### src/rtl/scarv_cop_issue_pkg.sv
// Shared definitions for the COP issue stage.
//   - issue_state_t : issue FSM encoding (2 bits), also used by COP decode
//   - issue_entry_t : one queued instruction (encoding + RS1 data)
//   - COP_RES_*     : COP execution result codes (forwarded, never decoded here)
package scarv_cop_issue_pkg;

    typedef enum logic [1:0] {
        ST_IDLE = 2'd0,
        ST_REQ  = 2'd1,
        ST_WAIT = 2'd2
    } issue_state_t;

    typedef struct packed {
        logic [31:0] enc;
        logic [31:0] rs1;
    } issue_entry_t;

    localparam int ENTRY_W = $bits(issue_entry_t);

    localparam logic [2:0] COP_RES_SUCCESS = 3'd0;
    localparam logic [2:0] COP_RES_ABORT   = 3'd1;
    localparam logic [2:0] COP_RES_BAD_INS = 3'd2;
    localparam logic [2:0] COP_RES_BAD_LAD = 3'd4;
    localparam logic [2:0] COP_RES_BAD_SAD = 3'd5;
    localparam logic [2:0] COP_RES_LD_ERR  = 3'd6;
    localparam logic [2:0] COP_RES_ST_ERR  = 3'd7;

endpackage

### src/rtl/scarv_cop_issue_fifo.sv
// Synchronous DEPTH x WIDTH FIFO for queued COP instructions.
//   g_clk, g_resetn : clock, async active-low reset
//   push, wdata     : write request/data (ignored when full or flushing)
//   pop, rdata      : read request / head entry (ignored when empty or flushing)
//   flush           : empties the FIFO; a same-cycle push is dropped
//   full, empty     : occupancy flags
module scarv_cop_issue_fifo #(
    parameter int DEPTH = 2,
    parameter int WIDTH = 64
) (
    input  logic             g_clk,
    input  logic             g_resetn,
    input  logic             push,
    input  logic [WIDTH-1:0] wdata,
    input  logic             pop,
    output logic [WIDTH-1:0] rdata,
    input  logic             flush,
    output logic             full,
    output logic             empty
);

    localparam int PTR_W = $clog2(DEPTH);
    localparam logic [PTR_W-1:0] PTR_ONE  = PTR_W'(1);
    localparam logic [PTR_W:0]   CNT_ONE  = (PTR_W+1)'(1);
    localparam logic [PTR_W:0]   CNT_FULL = (PTR_W+1)'(DEPTH);

    logic [WIDTH-1:0] mem [DEPTH];
    logic [PTR_W-1:0] wr_ptr;
    logic [PTR_W-1:0] rd_ptr;
    logic [PTR_W:0]   count;
    logic             do_push;
    logic             do_pop;

    assign full    = (count == CNT_FULL);
    assign empty   = (count == '0);
    assign do_push = push && !full && !flush;
    assign do_pop  = pop && !empty && !flush;
    assign rdata   = mem[rd_ptr];

    // DEPTH is a power of two, so pointers wrap by natural overflow.
    always_ff @(posedge g_clk or negedge g_resetn) begin
        if (!g_resetn) begin
            wr_ptr <= '0;
            rd_ptr <= '0;
            count  <= '0;
        end else if (flush) begin
            wr_ptr <= '0;
            rd_ptr <= '0;
            count  <= '0;
        end else begin
            if (do_push) wr_ptr <= wr_ptr + PTR_ONE;
            if (do_pop)  rd_ptr <= rd_ptr + PTR_ONE;
            if (do_push && !do_pop)      count <= count + CNT_ONE;
            else if (do_pop && !do_push) count <= count - CNT_ONE;
        end
    end

    always_ff @(posedge g_clk) begin
        if (do_push) mem[wr_ptr] <= wdata;
    end

endmodule

### src/rtl/scarv_cop_issue.sv
// CPU-side issue stage in front of scarv_cop_top.
//   dec_*            : decoded COP instructions in (valid/ready) plus abort pulse
//   cpu_insn_req/enc/rs1, cop_insn_ack : request handshake towards COP
//   cpu_abort_req    : in-flight instruction has been aborted
//   cop_insn_rsp, cpu_insn_ack, cop_* : response handshake from COP
//   wb_*             : one-entry writeback slot towards the CPU regfile
//   busy             : anything queued, in flight or awaiting writeback
//
// state | meaning
// IDLE  | nothing in flight; pops the FIFO head when one is present
// REQ   | cpu_insn_req high, enc/rs1 frozen until cop_insn_ack
// WAIT  | request accepted, waiting for cop_insn_rsp
module scarv_cop_issue
    import scarv_cop_issue_pkg::*;
#(
    parameter int DEPTH = 2
) (
    input  logic        g_clk,
    input  logic        g_resetn,
    input  logic        dec_valid,
    output logic        dec_ready,
    input  logic [31:0] dec_enc,
    input  logic [31:0] dec_rs1,
    input  logic        dec_abort,
    output logic        cpu_insn_req,
    input  logic        cop_insn_ack,
    output logic        cpu_abort_req,
    output logic [31:0] cpu_insn_enc,
    output logic [31:0] cpu_rs1,
    input  logic        cop_insn_rsp,
    output logic        cpu_insn_ack,
    input  logic        cop_wen,
    input  logic [4:0]  cop_waddr,
    input  logic [31:0] cop_wdata,
    input  logic [2:0]  cop_result,
    output logic        wb_valid,
    input  logic        wb_ready,
    output logic        wb_wen,
    output logic [4:0]  wb_waddr,
    output logic [31:0] wb_wdata,
    output logic [2:0]  wb_result,
    output logic        busy
);

    issue_state_t state, state_nxt;
    issue_entry_t fifo_wdata, fifo_rdata;
    logic         fifo_full, fifo_empty;
    logic         push, pop;
    logic         aborted, aborted_nxt;
    logic         rsp_take;

    assign fifo_wdata = '{enc: dec_enc, rs1: dec_rs1};
    assign dec_ready  = !fifo_full;
    assign push       = dec_valid && dec_ready;

    scarv_cop_issue_fifo #(
        .DEPTH (DEPTH),
        .WIDTH (ENTRY_W)
    ) u_fifo (
        .g_clk    (g_clk),
        .g_resetn (g_resetn),
        .push     (push),
        .wdata    (fifo_wdata),
        .pop      (pop),
        .rdata    (fifo_rdata),
        .flush    (dec_abort),
        .full     (fifo_full),
        .empty    (fifo_empty)
    );

    assign cpu_insn_req  = (state == ST_REQ);
    assign cpu_abort_req = aborted && (state != ST_IDLE);
    // An aborted response is thrown away, so it may be accepted even with the slot full.
    assign cpu_insn_ack  = (state == ST_WAIT) && (!wb_valid || aborted);
    assign rsp_take      = cop_insn_rsp && cpu_insn_ack;
    assign busy          = !fifo_empty || (state != ST_IDLE) || wb_valid;

    always_comb begin
        state_nxt   = state;
        aborted_nxt = aborted;
        pop         = 1'b0;
        case (state)
            ST_IDLE: begin
                // The head is being flushed this cycle, so it must not issue.
                if (!fifo_empty && !dec_abort) begin
                    pop       = 1'b1;
                    state_nxt = ST_REQ;
                end
            end
            ST_REQ: begin
                if (dec_abort)    aborted_nxt = 1'b1;
                if (cop_insn_ack) state_nxt   = ST_WAIT;
            end
            ST_WAIT: begin
                if (dec_abort) aborted_nxt = 1'b1;
                if (rsp_take) begin
                    aborted_nxt = 1'b0;
                    state_nxt   = ST_IDLE;
                end
            end
            default: state_nxt = ST_IDLE;
        endcase
    end

    always_ff @(posedge g_clk or negedge g_resetn) begin
        if (!g_resetn) begin
            state        <= ST_IDLE;
            aborted      <= 1'b0;
            cpu_insn_enc <= '0;
            cpu_rs1      <= '0;
        end else begin
            state   <= state_nxt;
            aborted <= aborted_nxt;
            if (pop) begin
                cpu_insn_enc <= fifo_rdata.enc;
                cpu_rs1      <= fifo_rdata.rs1;
            end
        end
    end

    always_ff @(posedge g_clk or negedge g_resetn) begin
        if (!g_resetn) begin
            wb_valid  <= 1'b0;
            wb_wen    <= 1'b0;
            wb_waddr  <= '0;
            wb_wdata  <= '0;
            wb_result <= '0;
        end else if (rsp_take && !aborted) begin
            wb_valid  <= 1'b1;
            wb_wen    <= cop_wen;
            wb_waddr  <= cop_waddr;
            wb_wdata  <= cop_wdata;
            wb_result <= cop_result;
        end else if (wb_valid && wb_ready) begin
            wb_valid <= 1'b0;
        end
    end

endmodule

### config.mk
export PLATFORM = sky130hd
export DESIGN_NAME = scarv_cop_issue
export DESIGN_NICKNAME = d
export VERILOG_FILES = /design/src/rtl/scarv_cop_issue_pkg.sv /design/src/rtl/scarv_cop_issue_fifo.sv /design/src/rtl/scarv_cop_issue.sv
export SDC_FILE = /design/constraint.sdc
export NUM_CORES = 1
export LEC_CHECK = 0
export BUFFER_PORTS_ARGS = -buffer_cell sky130_fd_sc_hd__buf_4
export CAP_MARGIN = 20
export CORE_ASPECT_RATIO = 1.75
export CORE_MARGIN = 2
export CORE_UTILIZATION = 59
export CTS_BUF_LIST = sky130_fd_sc_hd__clkbuf_2
export DETAILED_ROUTE_END_ITERATION = 10
export GPL_ROUTABILITY_DRIVEN = 0
export PLACE_DENSITY = 0.89
export SYNTH_ARGS = -nofsm -noshare
export SYNTH_HDL_FRONTEND = slang
export SYNTH_SLANG_ARGS = --single-unit
### constraint.sdc
create_clock -name g_clk -period 10.13 [get_ports g_clk]
set_input_delay 1.013 -clock g_clk [delete_from_list [all_inputs] [get_ports g_clk]]
set_output_delay 1.013 -clock g_clk [all_outputs]
set_load 0.03 [all_outputs]
==> results.ini, run 1 <==
[run_status]
status = finished, final reports clean

[critical_path]
path_class = reg -> reg
slowest_stage = nor2_4
required_ps = 10740
critPathBufInv = 2
cp-start-kind = register
critPathTopFamily = simple AND/OR/NAND/NOR gates
rrSetupSlack_ps = 7000
crit_arrival_ps = 3750
r2r_cells = 7
path_cells = inv_1 > ha_1 > o21ai_1 > nor2_4 > buf_4 > nor2_1 > a21oi_1
rr_startpoint = state[1]$_DFFE_PN0P_
timing.rr.end = cpu_insn_enc[31]$_DFFE_PN0N_
crit_path_end_kind = register
cp_slowest_stage_delay_ps = 790
cp_max_fo = 80

[pwr]
p_per_area_nw_per_um2 = 294
clkPwrFrac = 0.174
vdd_drop_max_v = 0.000164
seqPwrFrac = 0.439
internal-power_mw = 2.00
p_sw_frac = 0.388
leakage_nw = 4.64
power_mw = 3.27
power.switching_mw = 1.27
share_comb_of_total_power = 0.387

[sta]
finalSetupViolations = 0
fmax_mhz = 319
holdWs_ps = 320
hold_violations = 0
worst_clock_skew_ps = 33.0
worstMarginPinSlew_ps = 1020
rsz0062_at_grt = no
maxSlewViolCount = 0
fin_crit_ps = 3130
fin_setup_tns_ps = 0
timing.final.crit_share = 0.309
max_slew_margin = 0.319
setup_ws_ps = 7000

[synth]
yosys.area_share.simple = 0.0403
muxShareOfSynthArea = 0.126
synth_seq_cells = 241
synth_cell_types = 28
synth_cells = 549
yosys.area_share.xor_xnor = 0.00199
synth_nets = 665
yosys.area.top_type = edfxtp_1
synth_fa_ha_area_frac = 0.00568
synth_compound_area_frac = 0.0457
syn_avg_cell_area_sq_um = 16.1
synth.cell_area_sq_um = 8810
yosysSeqAreaShare = 0.757
ys_warn_count = 0
synth.top_cell.area_share = 0.436
synth_area_leaders = edfxtp_1 (44%), dfrtp_1 (32%), mux2i_1 (7.3%), mux2_2 (4.9%), a21oi_1 (3.9%)
synth_top_family_by_area = multiplexers

[clocking]
cts_tree = built
htreeDepth = 2
postCtsHoldBufs = 0
clk_latency_ps = 720
path_clk_slew_ps = 120
clkSinkCount = 241
clockRootBuffer = clkbuf_2
clock_path_buffers = 3
cts_setup_buffers = 0
numCtsBuffers = 48
cts_resized = 0

[detailed_routing]
vias = 5416
wl_met3_mm = 1.31
routed_wl_mm = 18.0
dr.pass1.iters = 4
dr_wl_met2_mm = 10.2
drt-initial-drc-count = 219
ant_nets = 0
vias_per_cell = 5.29
route.detailed.drc = 0
dr.max_layer_used = met4
routedWlPerCell_um = 17.6
wl_met1_mm = 5.80

[die]
coreArea_sq_um = 14800
die_x_um = 96.4
top_level_ports = 223
die_height_um = 166
die_area_sq_um = 16000
initial_core_util = 0.597
rows = 59

[global_route]
grt_start_max_net_pins = 81
overflow = 0
grt_util_all_layers = 0.224
grt_pass1_wl_mm = 27.2
antenna_found_initial = 1
grt_pass1_vias = 5790

[placement]
pre_cts_ws_ps = 6980
hpwl_mm = 12.1
port_buffers = 222

[finish]
drive_above_1_share = 0.412
final_cell_mix = buf_4 (227), edfxtp_1 (128), dfrtp_1 (112), nor2_1 (70), a21oi_1 (68)
syn_to_final_growth_pct = 25.9
final_util = 0.751
fin_nets = 916
final_common_cell = buf_4
n_fill_cell = 882

[run]
maxCapViolations = 0

[worst_hold_path]
hold_path_class = in -> async

-- Yosys cell counts --
cell type and count:
a22oi_1 1, nor2b_1 3, nand2b_1 3, nand3b_1 1
mux2_1 4, a31oi_1 2, mux2i_1 64, buf_4 9
dfrtp_1 113, o21ai_0 1, nor3b_1 1, nor2_1 71
a211oi_1 1, clkbuf_1 1, buf_2 13, buf_6 4
nor3_1 1, a21oi_1 68, xor2_1 2, edfxtp_1 128
inv_1 6, a21o_1 1, o211ai_1 1, mux2_2 38
nand2_1 4, o21ai_1 3, nor3_4 1, ha_1 4
-- worst max-delay path by stage --
stage,start,cells after the start,slack [ps],endpoint
3_3_place_gp,dec_abort,5,7150,cpu_rs1[26]$_DFFE_PN0N_
6_report,state[1]$_DFFE_PN0P_,7,7000,cpu_insn_enc[31]$_DFFE_PN0N_
4_1_cts,state[1]$_DFFE_PN0P_,7,7030,cpu_insn_enc[31]$_DFFE_PN0N_
5_1_grt,state[0]$_DFFE_PN0P_,7,6720,cpu_insn_enc[31]$_DFFE_PN0N_
2_1_floorplan,dec_abort,2,3650,u_fifo.mem[1][0]$_DFFE_PP_
3_5_place_dp,dec_abort,5,6980,cpu_rs1[26]$_DFFE_PN0N_
-- power groups by stage --
stage	registers, mW	clock network (mW)	logic, mW
floorplan	1.82	0	0.393
global placement	1.47	0	1.20
detailed placement	1.48	0	1.24
CTS	1.46	0.589	1.24
global route	1.46	0.637	1.35
finish	1.43	0.569	1.26
-- cell families after synthesis --
kind of cell    Yosys count
buf+inv                  33
xor+xnor                  2
mux                     106
compound gates           78
simple gates             85
fa+ha+maj                 4
flops                   241
-- final cells by class --
class / instances / area, sq um / area share
flip-flops and latches: 241 / 6680 / 0.602
multi-input cells: 275 / 1960 / 0.176
repair buffers: 228 / 1730 / 0.156
clock buffers: 65 / 325 / 0.0293
well taps: 183 / 229 / 0.0206
clock inverters: 24 / 151 / 0.0136
inverters: 6 / 22.5 / 0.00203
diodes: 1 / 2.50 / 0.000226
-- through the flow --
| step | instance area, sq um | cells |
|---|---|---|
| floorplan | 8810 | 549 |
| global placement | 10600 | 932 |
| detailed placement | 10600 | 932 |
| CTS | 11100 | 1021 |
| global route | 11100 | 1023 |
| finish | 11100 | 1023 |
-- state kept, by name, summed over array words and instances (netlist names) --
signal / flops
u_fifo.wr_ptr: 1
wb_wen: 1
u_fifo.mem: 128
wb_wdata: 32
wb_valid: 1
aborted: 1
wb_result: 3
cpu_insn_enc: 32
wb_waddr: 5
cpu_rs1: 32
state: 2
u_fifo.count: 2
u_fifo.rd_ptr: 1
-- metal layers --
| layer | vias up | GRT usage |
|---|---|---|
| li1 | 2514 | - |
| met1 | 2614 | 0.213 |
| met2 | 240 | 0.419 |
| met3 | 48 | 0.0509 |
| met4 | 0 | 0.123 |
| met5 | - | 0 |
Note: power is estimated with default switching activity, not from simulation.
==> inputs of run 2 (changes only) <==
- CORE_UTILIZATION: 59 -> 49
- PLACE_DENSITY: 0.89 -> 0.79
- clock period: 10.13 -> 2.6 ns (I/O delays scaled with it)
==> results.ini, run 2 (synthesis results as in run 1) <==
[detailed_routing]
routed_wl_mm = 20.7  ; +15%
wl_met3_mm = 1.03  ; -21%
drt-initial-drc-count = 159  ; -27%
dr.pass1.iters = 4  ; unchanged
vias_per_cell = 4.91  ; -7.3%
vias = 5840  ; +7.8%
ant_nets = 0  ; unchanged
wl_met1_mm = 7.06  ; +22%
dr.max_layer_used = met4
dr_wl_met2_mm = 11.9  ; +17%
routedWlPerCell_um = 17.4  ; -1.4%
route.detailed.drc = 0  ; unchanged

[clocking]
clockRootBuffer = clkbuf_2
clock_path_buffers = 3  ; unchanged
clkSinkCount = 241  ; unchanged
numCtsBuffers = 50  ; +4.2%
clk_latency_ps = 760  ; +40 ps
cts_tree = built
htreeDepth = 2  ; unchanged
cts_setup_buffers = 0  ; unchanged
path_clk_slew_ps = 110  ; about the same

[finish]
n_fill_cell = 1132  ; +28%
syn_to_final_growth_pct = 39.9
drive_above_1_share = 0.372  ; -0.0404
largest_register = u_fifo.mem
fin_cells = 1190  ; +16%
final_cell_area_sq_um = 12300  ; +11%
fin_nets = 1035  ; +13%
largest_reg_flops = 128  ; unchanged
final_common_cell = buf_4
final_cell_mix = buf_4 (228), edfxtp_1 (128), dlygate4sd3_1 (113), dfrtp_1 (112), clkbuf_2 (74)

[critical_path]
r2r_cells = 7  ; unchanged
timing.rr.end = state[1]$_DFFE_PN0P_
rr_startpoint = state[1]$_DFFE_PN0P_
cp_max_fo = 9  ; -89%
crit_path_end_kind = register
crit_arrival_ps = 3020  ; -730 ps
required_ps = 3230  ; -7510 ps
path_class = reg -> reg
rrSetupSlack_ps = 210  ; -6780 ps
cp-start-kind = register

[sta]
fmax_mhz = 419  ; +31%
maxSlewViolCount = 0  ; unchanged
rsz0062_at_grt = no
fin_crit_ps = 2390  ; -748 ps
finalSetupViolations = 0  ; unchanged
max_slew_margin = 0.525  ; +0.206
timing.final.crit_share = 0.918  ; +0.609
worstMarginPinSlew_ps = 712  ; -307 ps
worst_clock_skew_ps = 50.6  ; +17.6 ps
hold_violations = 0  ; unchanged
holdWs_ps = 96.4  ; -224 ps

[placement]
port_buffers = 222  ; unchanged
placed_cells = 985  ; +5.7%
hpwl_mm = 12.6  ; +4.9%
dpl_cell_area_sq_um = 10800  ; +1.7%

[pwr]
p_per_area_nw_per_um2 = 1040  ; +250%
leakage_nw = 5.14  ; +11%
vdd_drop_max_v = 0.000687  ; +320%

[die]
top_level_ports = 223  ; unchanged
die_height_um = 181  ; +9.5%
die_area_sq_um = 19100  ; +20%
coreArea_sq_um = 17500  ; +19%
initial_core_util = 0.503  ; -0.0944
rows = 64  ; +8.5%
die_x_um = 105  ; +9.3%

[global_route]
grt_start_max_net_pins = 66  ; -19%
overflow = 0  ; unchanged
grt_pass1_vias = 6521  ; +13%
antenna_found_initial = 1  ; unchanged
grt_pass1_wl_mm = 32.3  ; +19%
grt_util_all_layers = 0.217  ; -0.00708

[run]
maxCapViolations = 0  ; unchanged

[run_status]
status = finished, final reports clean

[worst_hold_path]
hold_path_class = in -> async

## run 2: worst max-delay path: stages, from the launching register on
cell	delay (ps)
dfrtp_1	420
inv_1	110
ha_2	260
o21ai_1	140
a31oi_1	170
dlygate4sd3_1	560
a31oi_1	40
dlygate4sd3_1	570
## run 2: worst max-delay path by stage
| stage | start | endpoint | slack (ps) | depth (start not counted) |
|---|---|---|---|---|
| after global placement | state[0]$_DFFE_PN0P_ | cpu_insn_enc[10]$_DFFE_PN0N_ | 700 | 7 |
| after detailed placement | state[1]$_DFFE_PN0P_ | cpu_rs1[17]$_DFFE_PN0N_ | 560 | 7 |
| after floorplan | u_fifo.count[0]$_DFFE_PN0P_ | u_fifo.mem[1][0]$_DFFE_PP_ | -190 | 3 |
| final | state[1]$_DFFE_PN0P_ | state[1]$_DFFE_PN0P_ | 210 | 7 |
| after CTS | state[1]$_DFFE_PN0P_ | state[1]$_DFFE_PN0P_ | 130 | 7 |
| after global routing | state[1]$_DFFE_PN0P_ | state[1]$_DFFE_PN0P_ | 80 | 7 |
## run 2: layout make-up
cell class	count	area, sq um	share of cell area
Sequential cell	241	6680	0.541
Timing Repair Buffer	345	2920	0.237
Multi-Input combinational cell	275	1990	0.161
Clock buffer	74	370	0.0300
Tap cell	231	289	0.0234
Clock inverter	16	63.8	0.00517
Inverter	6	22.5	0.00183
Antenna cell	2	5.00	0.000406
## run 2: layer usage
metal | up-vias | GRT usage
met5 | - | 0
met4 | 0 | 0.0960
met3 | 44 | 0.0431
met2 | 202 | 0.421
met1 | 2846 | 0.218
li1 | 2748 | -
## run 2: what timing repair did
item	in CTS	in global routing
hold buffers	113	0
endpoints found under the setup margin	0	1
endpoints found under the hold margin	229	0
resized for setup	0	1
## run 2: per-stage QoR
| stage | setup TNS, ps | util | power, mW | setup slack, ps |
|---|---|---|---|---|
| after floorplan | -15050 | - | 8.60 | -187 |
| after global placement | 0 | 0.614 | 10.4 | 702 |
| after detailed placement | 0 | 0.614 | 10.7 | 563 |
| after CTS | 0 | 0.703 | 12.9 | 130 |
| after global routing | 0 | 0.703 | 13.5 | 78.4 |
| final | 0 | 0.703 | 12.9 | 213 |
## run 2: power by group
part	total (mW)	internal [mW]	switching [mW]
clock network	2.12	0.760	1.36
logic	5.11	2.08	3.03
registers	5.65	4.97	0.679
==> inputs of run 3 (changes only) <==
- PLACE_DENSITY: 0.79 -> 0.77
==> results.ini, run 3 (synthesis results as in run 1) <==
[detailed_routing]
route.detailed.drc = 0  ; unchanged
ant_nets = 0  ; unchanged
routed_wl_mm = 20.2  ; -2.2%
vias_per_cell = 4.98  ; +1.4%
vias = 5928  ; +1.5%
dr.pass1.iters = 4  ; unchanged
routedWlPerCell_um = 17.0  ; -2.3%
drt-initial-drc-count = 193  ; +21%

[placement]
port_buffers = 222  ; unchanged
hpwl_mm = 11.9  ; -5.7%
placed_cells = 985  ; unchanged

[critical_path]
crit_path_end_kind = register
cp-start-kind = register
critPathBufInv = 3  ; unchanged
cp_max_fo = 9  ; unchanged
path_cells = inv_1 > ha_2 > o21ai_1 > a31oi_1 > dlygate4sd3_1 > a31oi_1 > dlygate4sd3_1
cp_slowest_stage_delay_ps = 570  ; about the same
critPathTopFamily = buffers and inverters
crit_arrival_ps = 3010  ; about the same
path_class = reg -> reg
required_ps = 3200  ; -30 ps
slowest_stage = dlygate4sd3_1

[clocking]
cts_tree = built
clk_latency_ps = 710  ; -50 ps
clock_path_buffers = 3  ; unchanged
htreeDepth = 2  ; unchanged
path_clk_slew_ps = 120  ; about the same
clkSinkCount = 241  ; unchanged
clockRootBuffer = clkbuf_2
numCtsBuffers = 50  ; unchanged
cts_setup_buffers = 0  ; unchanged

[die]
die_area_sq_um = 19100  ; unchanged
initial_core_util = 0.503  ; unchanged
rows = 64  ; unchanged
die_x_um = 105  ; unchanged
die_height_um = 181  ; unchanged
top_level_ports = 223  ; unchanged
coreArea_sq_um = 17500  ; unchanged

[finish]
final_cell_mix = buf_4 (229), edfxtp_1 (128), dlygate4sd3_1 (116), dfrtp_1 (112), clkbuf_2 (76)
largest_register = u_fifo.mem
largest_reg_flops = 128  ; unchanged
syn_to_final_growth_pct = 40.1
fin_nets = 1038  ; +0.29%
final_util = 0.704  ; +0.000714
fin_cells = 1191  ; +0.084%
n_fill_cell = 1111  ; -1.9%
drive_above_1_share = 0.372  ; about the same
final_common_cell = buf_4

[sta]
finalSetupViolations = 0  ; unchanged
max_slew_margin = 0.557  ; +0.0314
fin_crit_ps = 2410  ; +26.8 ps
worstMarginPinSlew_ps = 665  ; -47.1 ps
rsz0062_at_grt = no
maxSlewViolCount = 0  ; unchanged
worst_clock_skew_ps = 40.1  ; -10.5 ps
hold_violations = 0  ; unchanged
timing.final.crit_share = 0.928  ; +0.0103
fmax_mhz = 414  ; -1.1%

[run]
maxCapViolations = 0  ; unchanged

[pwr]
leakage_nw = 5.15  ; +0.23%
p_per_area_nw_per_um2 = 1040  ; -0.51%
clkPwrFrac = 0.163  ; -0.002
vdd_drop_max_v = 0.000616  ; -10%
share_comb_of_total_power = 0.401  ; +0.004
power.switching_mw = 5.00  ; -1.4%
p_sw_frac = 0.390  ; -0.00387
seqPwrFrac = 0.436  ; -0.003
internal-power_mw = 7.83  ; +0.23%

[global_route]
grt_pass1_wl_mm = 31.7  ; -1.9%
antenna_found_initial = 1  ; unchanged
grt_pass1_vias = 6373  ; -2.3%
grt_use_met2 = 0.396  ; -0.0253
met3_usage = 0.0416  ; -0.00144
grtUsageMet1 = 0.224  ; +0.00618
top_usage_layer = met2
grt_start_max_net_pins = 129  ; +95%
grt_util_all_layers = 0.209  ; -0.00790
overflow = 0  ; unchanged

[worst_hold_path]
hold_path_class = in -> reg

[run_status]
status = finished, final reports clean

[run 3: power groups by stage]
stage	logic, mW	clock network, mW	registers [mW]
detailed placement	4.95	0	5.66
CTS	5.13	2.18	5.58
global placement	4.85	0	5.60
floorplan	1.54	0	7.06
global route	5.42	2.38	5.72
finish	5.14	2.09	5.60
[run 3: final timing paths]
kind / endpoint / slack [ps] / cells after the start / start
setup reg to reg: state[1]$_DFFE_PN0P_ / 190 / 7 / state[1]$_DFFE_PN0P_
hold / removal: u_fifo.mem[0][27]$_DFFE_PP_ / 270 / 2 / dec_rs1[27]
min in group asynchronous: cpu_insn_enc[22]$_DFFE_PN0N_ / 590 / 3 / g_resetn
hold reg to reg: wb_wdata[20]$_DFFE_PN0P_ / 500 / 1 / wb_wdata[20]$_DFFE_PN0P_
max in group asynchronous: cpu_insn_enc[28]$_DFFE_PN0N_ / 1020 / 4 / g_resetn
setup / recovery: state[1]$_DFFE_PN0P_ / 190 / 7 / state[1]$_DFFE_PN0P_
[run 3: timing repair]
action	4_1_cts	5_1_grt
gates resized for setup	0	1
hold buffers	116	0
endpoints found under the setup margin	0	1
hold endpoints to repair	288	0
[run 3: per-stage QoR]
step	worst slack, ps	TNS (ps)	cell area, sq um	hold WS (ps)	power [mW]
CTS	157	0	12300	185	12.9
global placement	758	0	10800	274	10.4
floorplan	-187	-15050	8850	-35.6	8.60
global route	71.6	0	12300	177	13.5
finish	186	0	12300	269	12.8
detailed placement	653	0	10800	278	10.6
[run 3: routing by layer]
layer	wire, um	up-vias
met3	1060	41
met5	0	-
li1	-	2762
met2	11300	235
met1	7310	2890
met4	513	0
[run 3: worst reg2reg max path, stage by stage, from the launching register on]
cell	delay [ps]
dfrtp_1	420
inv_1	110
ha_2	260
o21ai_1	140
a31oi_1	190
dlygate4sd3_1	560
a31oi_1	40
dlygate4sd3_1	570
[run 3: cell type report]
cell class	instances	area, sq um	share of cell area
multi-input combinational	275	1990	0.161
timing repair buffer	348	2940	0.238
clock buffer	76	380	0.0308
tap	231	289	0.0234
clock inverter	13	51.3	0.00415
inverter	6	22.5	0.00182
antenna	1	2.50	0.000203
sequential	241	6680	0.541
